===== config.mk =====
export PLATFORM = sky130hd
export DESIGN_NAME = mem_port_arbiter
export DESIGN_NICKNAME = d
export VERILOG_FILES = /design/src/rtl/mem_arb_pkg.sv /design/src/rtl/mem_arb_watchdog.sv /design/src/rtl/mem_port_arbiter.sv
export SDC_FILE = /design/constraint.sdc
export NUM_CORES = 1
export LEC_CHECK = 0
export CAP_MARGIN = 20
export CORE_MARGIN = 1.5
export CORE_UTILIZATION = 41
export CTS_BUF_LIST = sky130_fd_sc_hd__clkbuf_4 sky130_fd_sc_hd__clkbuf_8
export DETAILED_ROUTE_END_ITERATION = 10
export PLACE_DENSITY = 0.83
export SETUP_SLACK_MARGIN = 0.3
export SKIP_LAST_GASP = 1
export SLEW_MARGIN = 0
export SYNTH_ARGS = -nofsm -noshare
export SYNTH_HDL_FRONTEND = slang
export SYNTH_SLANG_ARGS = --single-unit

===== constraint.sdc =====
create_clock -name clk -period 1.8 [get_ports clk]
set_clock_uncertainty 0.15 [all_clocks]
set_input_delay 0.36 -clock clk [delete_from_list [all_inputs] [get_ports clk]]
set_output_delay 0.36 -clock clk [all_outputs]
set_load 0.01 [all_outputs]

===== src/rtl/mem_arb_pkg.sv =====
// Shared constants for the memory-port arbiter: FSM state encodings,
// default bus widths and the upper bound of the read-streak counter.
package mem_arb_pkg;

  localparam int DEF_ADDR_W = 32;
  localparam int DEF_DATA_W = 32;

  // 4-bit saturating streak counter caps the configurable read streak
  localparam int STREAK_W   = 4;
  localparam int STREAK_MAX = 15;

  localparam logic [2:0] S_IDLE     = 3'd0;
  localparam logic [2:0] S_WB_POP   = 3'd1;
  localparam logic [2:0] S_WB_CAP   = 3'd2;
  localparam logic [2:0] S_WB_WRITE = 3'd3;
  localparam logic [2:0] S_RD_ISSUE = 3'd4;
  localparam logic [2:0] S_RD_DONE  = 3'd5;

endpackage


===== src/rtl/mem_arb_watchdog.sv =====
// Wait-state watchdog for mem_port_arbiter (built only with MEM_TIMEOUT_EN).
// Counts cycles spent waiting for mem_ack; o_expired marks the TIMEOUT_CYC-th cycle.
module mem_arb_watchdog #(
  parameter int TIMEOUT_CYC = 255
) (
  input  logic clk,
  input  logic rst_n,
  input  logic i_run,
  output logic o_expired
);

  localparam int CNT_W = ($clog2(TIMEOUT_CYC + 1) > 8) ? $clog2(TIMEOUT_CYC + 1) : 8;

  logic [CNT_W-1:0] r_cnt;

  // The wait states are never entered back-to-back, so clearing while idle
  // is the same as clearing on entry.
  always_ff @(posedge clk or negedge rst_n) begin
    if (!rst_n) begin
      r_cnt <= '0;
    end else if (!i_run) begin
      r_cnt <= '0;
    end else if (!o_expired) begin
      r_cnt <= r_cnt + 1'b1;
    end
  end

  assign o_expired = i_run && (r_cnt == CNT_W'(TIMEOUT_CYC - 1));

endmodule


===== src/rtl/mem_port_arbiter.sv =====
// Shares one main-memory port between the write-back FIFO and the read-miss path.
// Define MEM_TIMEOUT_EN to add the mem_ack watchdog and the sticky err_timeout output.
module mem_port_arbiter
  import mem_arb_pkg::*;
#(
  parameter int ADDR_W        = DEF_ADDR_W,
  parameter int DATA_W        = DEF_DATA_W,
  parameter int MAX_RD_STREAK = 4,
  parameter int TIMEOUT_CYC   = 255
) (
  input  logic              clk,
  input  logic              rst_n,
  input  logic              wb_empty,
  input  logic              wb_full,
  input  logic [DATA_W-1:0] wb_data,
  input  logic [ADDR_W-1:0] wb_addr,
  output logic              wb_pop,
  input  logic              rd_req,
  input  logic [ADDR_W-1:0] rd_addr,
  output logic              rd_valid,
  output logic [DATA_W-1:0] rd_data,
  output logic              mem_req,
  output logic              mem_we,
  output logic [ADDR_W-1:0] mem_addr,
  output logic [DATA_W-1:0] mem_wdata,
  input  logic              mem_ack,
  input  logic [DATA_W-1:0] mem_rdata,
`ifdef MEM_TIMEOUT_EN
  output logic              err_timeout,
`endif
  output logic              busy
);

  localparam int RD_STREAK_LIM = (MAX_RD_STREAK > STREAK_MAX) ? STREAK_MAX :
                                 (MAX_RD_STREAK < 1) ? 1 : MAX_RD_STREAK;

  logic [2:0]          r_state;
  logic [2:0]          w_state_next;
  logic [STREAK_W-1:0] r_streak;
  logic                r_wb_pop, r_rd_valid, r_mem_req, r_mem_we, r_busy;
  logic [ADDR_W-1:0]   r_mem_addr;
  logic [DATA_W-1:0]   r_mem_wdata, r_rd_data;
  logic                w_wb_grant, w_rd_grant, w_wait, w_timeout;

  assign w_wait = (r_state == S_WB_WRITE) || (r_state == S_RD_ISSUE);

`ifdef MEM_TIMEOUT_EN
  logic r_err_timeout;

  mem_arb_watchdog #(.TIMEOUT_CYC(TIMEOUT_CYC)) u_watchdog (
    .clk      (clk),
    .rst_n    (rst_n),
    .i_run    (w_wait),
    .o_expired(w_timeout)
  );

  // A late mem_ack arriving on the expiry cycle still completes normally
  always_ff @(posedge clk or negedge rst_n) begin
    if (!rst_n) begin
      r_err_timeout <= 1'b0;
    end else if (w_timeout && !mem_ack) begin
      r_err_timeout <= 1'b1;
    end
  end

  assign err_timeout = r_err_timeout;
`else
  assign w_timeout = 1'b0;
`endif

  always_comb begin
    w_state_next = r_state;
    w_wb_grant   = 1'b0;
    w_rd_grant   = 1'b0;
    case (r_state)
      S_IDLE: begin
        if (wb_full) begin
          w_wb_grant = 1'b1;
        end else if (rd_req && ((r_streak < STREAK_W'(RD_STREAK_LIM)) || wb_empty)) begin
          w_rd_grant = 1'b1;
        end else if (!wb_empty) begin
          w_wb_grant = 1'b1;
        end
        if (w_wb_grant) begin
          w_state_next = S_WB_POP;
        end else if (w_rd_grant) begin
          w_state_next = S_RD_ISSUE;
        end
      end
      S_WB_POP:   w_state_next = S_WB_CAP;
      S_WB_CAP:   w_state_next = S_WB_WRITE;
      S_WB_WRITE: if (mem_ack || w_timeout) w_state_next = S_IDLE;
      S_RD_ISSUE: if (mem_ack || w_timeout) w_state_next = S_RD_DONE;
      S_RD_DONE:  w_state_next = S_IDLE;
      default:    w_state_next = S_IDLE;
    endcase
  end

  always_ff @(posedge clk or negedge rst_n) begin
    if (!rst_n) begin
      r_state     <= S_IDLE;
      r_streak    <= '0;
      r_wb_pop    <= 1'b0;
      r_rd_valid  <= 1'b0;
      r_mem_req   <= 1'b0;
      r_mem_we    <= 1'b0;
      r_busy      <= 1'b0;
      r_mem_addr  <= '0;
      r_mem_wdata <= '0;
      r_rd_data   <= '0;
    end else begin
      r_state    <= w_state_next;
      r_busy     <= (w_state_next != S_IDLE);
      r_wb_pop   <= w_wb_grant;
      r_rd_valid <= (r_state == S_RD_ISSUE) && (w_state_next == S_RD_DONE);

      if (r_state == S_IDLE) begin
        if (w_wb_grant || wb_empty) begin
          r_streak <= '0;
        end else if (w_rd_grant && (r_streak != STREAK_W'(STREAK_MAX))) begin
          r_streak <= r_streak + 1'b1;
        end
      end

      case (r_state)
        S_IDLE: begin
          if (w_rd_grant) begin
            r_mem_addr <= rd_addr;
            r_mem_we   <= 1'b0;
            r_mem_req  <= 1'b1;
          end
        end
        // FIFO output is registered: head entry is valid one cycle after the pop
        S_WB_CAP: begin
          r_mem_addr  <= wb_addr;
          r_mem_wdata <= wb_data;
          r_mem_we    <= 1'b1;
          r_mem_req   <= 1'b1;
        end
        S_WB_WRITE: begin
          if (mem_ack || w_timeout) begin
            r_mem_req <= 1'b0;
          end
        end
        S_RD_ISSUE: begin
          if (mem_ack) begin
            r_rd_data <= mem_rdata;
            r_mem_req <= 1'b0;
          end else if (w_timeout) begin
            r_rd_data <= '0;
            r_mem_req <= 1'b0;
          end
        end
        default: ;
      endcase
    end
  end

  assign wb_pop    = r_wb_pop;
  assign rd_valid  = r_rd_valid;
  assign rd_data   = r_rd_data;
  assign mem_req   = r_mem_req;
  assign mem_we    = r_mem_we;
  assign mem_addr  = r_mem_addr;
  assign mem_wdata = r_mem_wdata;
  assign busy      = r_busy;

endmodule


==> key figures, run 1 <==
Run status
  • Status: finished, final reports clean

Route
  • Number of search-and-repair iterations in the first detailed-routing pass: 4
  • Post-route DRC violation count: 0
  • Final routed wirelength across all metal layers: 13,410 um
  • Detail-routed via count per cell: 5.104
  • Wire length per cell: 18.42 um
  • Antenna violation net count after detailed routing: 0
  • Via count: 3,716
  • Drt first-iter violations: 179

Critical path
  • CP Launch Type: primary input
  • Type of destination of the critical path: flop
  • Crit path max fanout: 32
  • Required time of the critical path: 1.89 ns
  • WP data arrival: 1.75 ns
  • Type of the worst setup path: primary input to flop

Global routing
  • Aggregate global routing overflow: 0
  • First-pass GRT wire length: 20,710 um
  • Initial antenna violation count: 0
  • Global-route total usage across every layer: 0.2344
  • Vias in the first global route: 3,970
  • Maximum number of pins on one net before global-route repair: 50

Power and ir drop
  • Total Power Consumption: 0.01108 W
  • Leakage Power: 3.573 nW
  • Power density over cell area: 1530 mW/mm^2
  • Worst ir drop on vdd: 0.9055 mV

Clock tree
  • Cts bufs inserted: 9
  • Clock edge transition at the registers on the reported setup and hold paths: 0.10 ns
  • Latest clock arrival within the worst-skew pair: 0.36 ns
  • Sinks on Clock Net: 108
  • H-Tree Depth: 3
  • Clock buffer depth: 2
  • TritonCTS clock tree: done
  • Root Driver: clkbuf_8

Cells and area
  • Commonest cells after routing, fill and taps aside: 131 x clkdlybuf4s50_1, 103 x dfrtp_1, 98 x buf_2
  • Relative area change from synthesis to final layout: 62.45%
  • Leading cell type in the layout, fill and taps excluded: clkdlybuf4s50_1
  • Multi-input logic area: 0.001690 sq mm
  • Sequential standard cell area: 0.002709 sq mm
  • Net count, final: 722
  • Layout cells sized above 1: 0.4476
  • Count of inserted antenna diode cells: 0
  • Fill cells: 761

Floorplan
  • # rows: 37
  • I/O pin total: 235
  • Core area: 0.01042 sq mm
  • Area of the die: 0.01151 sq mm
  • Floorplan die height: 107.3 um
  • Horizontal die dimension: 107.3 um
  • Starting density of the core: 0.4280

Place
  • Number of buffer cells added on primary ports: 234
  • Detailed Place HPWL: 9691 um
  • RePlAce Congestion: 0.7678
  • Worst slack, placed: -0.2678 ns

Synth
  • Most used flip-flop cell after synthesis: dfrtp_1
  • Net count after synthesis: 434
  • Sequential fraction of the synthesis area: 0.6062
  • Flops & latches, synth: 108
  • Unique masters post-synth: 38
  • Leading area contributor after synthesis: dfrtp_1
  • Gate Count Post-Synth: 299
  • Post-synth EDFFs: 0
  • Fraction of synthesis flops using an asynchronous set or reset pin: 1.000
  • Yosys Warn Count: 0
  • Mapped Avg Cell Area: 14.91 sq um
  • Cell types occupying the most area after synthesis: dfrtp_1 61%, mux2_4 9.4%, mux2_2 9.1%
  • Post-synth top area share: 0.6062
  • Netlist area before placement: 0.004458 sq mm

STA
  • Slew headroom: 0.7109
  • Slew at the pin closest to its max-slew limit: 0.4337 ns
  • Final hold viol count: 0
  • Achievable clock frequency: 603.0 MHz
  • Worst setup margin: 0.1416 ns
  • Final setup violation count: 0
  • Final period utilization: 0.9213
  • Minimum clock period: 1.658 ns
  • Setup repair after global routing missed its margin: true
  • Number of max-slew violations in the final report: 0

Hold path
  • Worst hold-check path type: primary input to asynchronous set/reset pin

Job
  • Max cap viols: 0
==> path summary, 6_finish.rpt <==
path                                               start                       end  slack [ns]  depth (start not counted)
worst min-delay path                               rst_n   rd_data[12]$_DFFE_PN0P_        0.32                          2
worst max register to register      r_state[1]$_DFF_PN0_    rd_data[9]$_DFFE_PN0P_        0.18                          4
worst min register to register  mem_wdata[8]$_DFFE_PN0P_  mem_wdata[8]$_DFFE_PN0P_        0.36                          1
worst max-delay path                              rd_req  mem_addr[16]$_DFFE_PN0P_        0.14                          5
min in group clk                mem_wdata[8]$_DFFE_PN0P_  mem_wdata[8]$_DFFE_PN0P_        0.36                          1
max in group asynchronous                          rst_n  mem_addr[15]$_DFFE_PN0P_        0.58                          3
==> state kept, by name, summed over array words and instances (netlist names) <==
register and cells:
mem_addr 32, mem_wdata 32, rd_data 32, r_streak 4
r_state 3, busy 1, mem_req 1, mem_we 1
rd_valid 1, wb_pop 1
==> metal layers <==
layer  vias to the layer above  share of wire  global-route usage
met5                         -              0                   0
met4                         0          0.032              0.1124
met3                        31          0.061             0.04358
met2                       160           0.53              0.4177
met1                      1831           0.37              0.2702
li1                       1694              -                   -
==> logic make-up (layout without fill, tap and decap cells) <==
group | count (synthesis) | after routing | share of synthesized area
simple gates | 52 | 52 | 0.07214
flops | 108 | 108 | 0.6062
fa+ha+maj | 1 | 1 | 0.002806
compound gates | 49 | 49 | 0.1027
buf+inv | 25 | 318 | 0.03087
mux | 64 | 64 | 0.1852
==> layout make-up <==
class | instances | share of cell area
clock buffers | 10 | 0.01900
clock inverters | 6 | 0.01849
inverters | 3 | 0.001555
multi-input cells | 166 | 0.2334
flip-flops and latches | 108 | 0.3740
well taps | 136 | 0.02350
repair buffers | 299 | 0.3300
==> metrics by stage <==
stage	TNS (ns)	instances	util	instance area, sq um	hold slack [ns]
after floorplan	0	299	-	4511	-0.08559
after global placement	-9.091	673	0.6823	7107	0.1744
after detailed placement	-12.04	673	0.6823	7107	0.1787
after CTS	0	726	0.6973	7263	0.3411
after global routing	0	728	0.6953	7242	0.3570
final	0	728	0.6953	7242	0.3220
==> synthesized netlist by cell type (2+ instances only) <==
cell and n:
o21a_1 2, and2_1 2, inv_1 3, dfrtp_1 108
buf_2 11, and3_1 33, a221o_1 32, nor3_1 2
o21ai_0 3, mux2_2 36, clkbuf_1 7, buf_6 4
a21oi_1 2, mux2_4 28, nor2_1 3
==> power breakdown <==
| group | leakage, nW | internal [W] | switching [W] | total, W |
|---|---|---|---|---|
| Sequential | 1.35 | 0.00347 | 0.000563 | 0.00403 |
| Combinational | 2.09 | 0.00287 | 0.00225 | 0.00512 |
| Clock | 0.137 | 0.00111 | 0.000820 | 0.00193 |
| Total | 3.57 | 0.00745 | 0.00363 | 0.0111 |
==> what timing repair did <==
action                                  in CTS  in global routing
resized for setup                          399                 22
pin swaps                                    2                  2
endpoints found under the setup margin     205                114
setup buffers                               36                  2
hold buffers                                 1                  0
hold endpoints to repair                    26                  0
==> critical path: stages <==
cell and delay, ns:
clkdlybuf4s50_1 0.51, nor2b_4 0.21, o221ai_2 0.14, buf_12 0.19
a221o_1 0.33
No activity file was read; power rests on OpenSTA's default activity.
==> inputs of run 2 (changes only) <==
--- a/config.mk
+++ b/config.mk
@@ -10,6 +10,7 @@
 export CORE_UTILIZATION = 41
 export CTS_BUF_LIST = sky130_fd_sc_hd__clkbuf_4 sky130_fd_sc_hd__clkbuf_8
 export DETAILED_ROUTE_END_ITERATION = 10
+export MAX_ROUTING_LAYER = met4
 export PLACE_DENSITY = 0.83
 export SETUP_SLACK_MARGIN = 0.3
 export SKIP_LAST_GASP = 1
==> key figures, run 2 (synthesis results as in run 1) <==
Critical path
  • CP Launch Type: primary input
  • Stage delay of the slowest cell on the critical path: 0.51 ns (about the same)
  • Family with the most delay on the worst path: buffers and inverters
  • Type of destination of the critical path: flop
  • Number of gates on the worst path with buffers counted: 5 (unchanged)
  • Type of the worst setup path: primary input to flop
  • WP data arrival: 1.76 ns (about the same)
  • Worst R2R Path Depth: 5 (+1)
  • Required time of the critical path: 1.89 ns (about the same)
  • Cell-by-cell listing of the critical path: clkdlybuf4s50_1 > nor2b_4 > o221ai_2 > buf_12 > a221o_1
  • CP max stage cell: clkdlybuf4s50_1
  • Count of buffer and inverter cells on the critical path: 2 (unchanged)
  • Crit path max fanout: 32 (unchanged)

Global routing
  • Initial antenna violation count: 0 (unchanged)
  • Maximum number of pins on one net before global-route repair: 50 (unchanged)
  • Vias in the first global route: 3,977 (+0.18%)
  • First-pass GRT wire length: 20,690 um (-0.13%)
  • Aggregate global routing overflow: 0 (unchanged)
  • Global-route total usage across every layer: 0.2408 (+0.006368)

Clock tree
  • Clock edge transition at the registers on the reported setup and hold paths: 0.10 ns (about the same)
  • TritonCTS clock tree: done
  • Sinks on Clock Net: 108 (unchanged)
  • Latest clock arrival within the worst-skew pair: 0.36 ns (about the same)
  • Cts bufs inserted: 9 (unchanged)
  • H-Tree Depth: 3 (unchanged)
  • Root Driver: clkbuf_8
  • Clock buffer depth: 2 (unchanged)

Route
  • Wire length per cell: 18.45 um (+0.13%)
  • Detail-routed via count per cell: 5.088 (-0.32%)
  • Via count: 3,704 (-0.32%)
  • Number of search-and-repair iterations in the first detailed-routing pass: 5 (+1)
  • Drt first-iter violations: 168 (-6.1%)
  • Antenna violation net count after detailed routing: 0 (unchanged)
  • Post-route DRC violation count: 0 (unchanged)
  • Final routed wirelength across all metal layers: 13,430 um (+0.13%)

STA
  • Slew at the pin closest to its max-slew limit: 0.4346 ns (+0.0009562 ns)
  • Setup TNS: 0 ns (unchanged)
  • Final period utilization: 0.9303 (+0.008997)
  • Final hold viol count: 0 (unchanged)
  • Minimum clock period: 1.675 ns (+0.01619 ns)
  • Final setup violation count: 0 (unchanged)
  • Slew headroom: 0.7103 (about the same)
  • Number of max-slew violations in the final report: 0 (unchanged)
  • Achievable clock frequency: 597.2 MHz (-0.97%)
  • Setup repair after global routing missed its margin: true

Floorplan
  • Core area: 0.01042 sq mm (unchanged)
  • Horizontal die dimension: 107.3 um (unchanged)
  • I/O pin total: 235 (unchanged)
  • Floorplan die height: 107.3 um (unchanged)
  • # rows: 37 (unchanged)
  • Area of the die: 0.01151 sq mm (unchanged)
  • Starting density of the core: 0.4280 (unchanged)

Cells and area
  • Leading cell type in the layout, fill and taps excluded: clkdlybuf4s50_1
  • Layout cells sized above 1: 0.4476 (unchanged)
  • Relative area change from synthesis to final layout: 62.45% (unchanged)
  • Commonest cells after routing, fill and taps aside: 131 x clkdlybuf4s50_1, 103 x dfrtp_1, 98 x buf_2
  • Net count, final: 722 (unchanged)
  • Finished Core Util: 0.6953 (unchanged)
  • Sequential standard cell area: 0.002709 sq mm (unchanged)
  • Count of inserted antenna diode cells: 0 (unchanged)
  • Multi-input logic area: 0.001690 sq mm (unchanged)
  • Fill cells: 761 (unchanged)

Power and ir drop
  • Total Power Consumption: 0.01108 W (about the same)
  • Worst ir drop on vdd: 0.9024 mV (-0.34%)
  • Power density over cell area: 1530 mW/mm^2 (about the same)
  • Leakage Power: 3.573 nW (unchanged)

Run status
  • Status: finished, final reports clean

Place
  • Detailed Place HPWL: 9691 um (unchanged)
  • RePlAce Congestion: 0.7781 (+1.3%)
  • Number of buffer cells added on primary ports: 234 (unchanged)

Job
  • Max cap viols: 0 (unchanged)

Hold path
  • Worst hold-check path type: primary input to asynchronous set/reset pin
## run 2: cell counts in the layout (fill, tap and decap cells not counted)
Identical to the previous run, type by type.
## run 2: area by class of cell
cell class / count / area share
well taps: 136 / 0.02350
repair buffers: 299 / 0.3300
multi-input cells: 166 / 0.2334
clock buffers: 10 / 0.01900
clock inverters: 6 / 0.01849
flip-flops and latches: 108 / 0.3740
inverters: 3 / 0.001555
## run 2: layer usage
| layer | track usage | vias up | wire (um) |
|---|---|---|---|
| met5 | - | - | 0 |
| met4 | 0.1124 | 0 | 376 |
| met3 | 0.04056 | 28 | 810 |
| met2 | 0.4172 | 157 | 7164 |
| met1 | 0.2718 | 1823 | 5078 |
| li1 | - | 1696 | - |
## run 2: report_power, final
part	total [W]	leakage [nW]	internal (W)	switching (W)
clock network	0.00193	0.137	0.00111	0.000821
logic	0.00512	2.09	0.00287	0.00224
registers	0.00403	1.35	0.00347	0.000566
total	0.0111	3.57	0.00745	0.00363
## run 2: final timing paths
check | from | endpoint | slack (ns)
worst max register to register | r_state[0]$_DFF_PN0_ | mem_addr[16]$_DFFE_PN0P_ | 0.17
max in group asynchronous | rst_n | mem_addr[15]$_DFFE_PN0P_ | 0.58
worst max-delay path | rd_req | mem_addr[16]$_DFFE_PN0P_ | 0.13
worst min register to register | mem_wdata[8]$_DFFE_PN0P_ | mem_wdata[8]$_DFFE_PN0P_ | 0.36
min in group clk | mem_wdata[8]$_DFFE_PN0P_ | mem_wdata[8]$_DFFE_PN0P_ | 0.36
worst min-delay path | rst_n | rd_data[12]$_DFFE_PN0P_ | 0.32
## run 2: per-stage QoR
stage	hold WS, ns	cells	instance area [sq um]	setup slack (ns)
floorplan	-0.08559	299	4511	0.1978
CTS	0.3411	726	7263	0.1802
global placement	0.1744	673	7107	-0.2173
finish	0.3238	728	7242	0.1254
detailed placement	0.1787	673	7107	-0.2678
global route	0.3596	728	7242	0.1378
## run 2: what timing repair did
item,CTS,global route
hold buffers,1,0
setup buffers,36,2
pin swaps,2,2
cloned,0,0
hold endpoints to repair,26,0
setup endpoints to repair,205,114
resized for setup,399,22
==> inputs of run 3 (changes only) <==
--- a/config.mk
+++ b/config.mk
@@ -13,7 +13,6 @@
 export MAX_ROUTING_LAYER = met4
 export PLACE_DENSITY = 0.83
 export SETUP_SLACK_MARGIN = 0.3
-export SKIP_LAST_GASP = 1
 export SLEW_MARGIN = 0
 export SYNTH_ARGS = -nofsm -noshare
 export SYNTH_HDL_FRONTEND = slang
==> results of run 3 <==
Same layout as run 2: the final DEF is identical, and so are final timing and power.
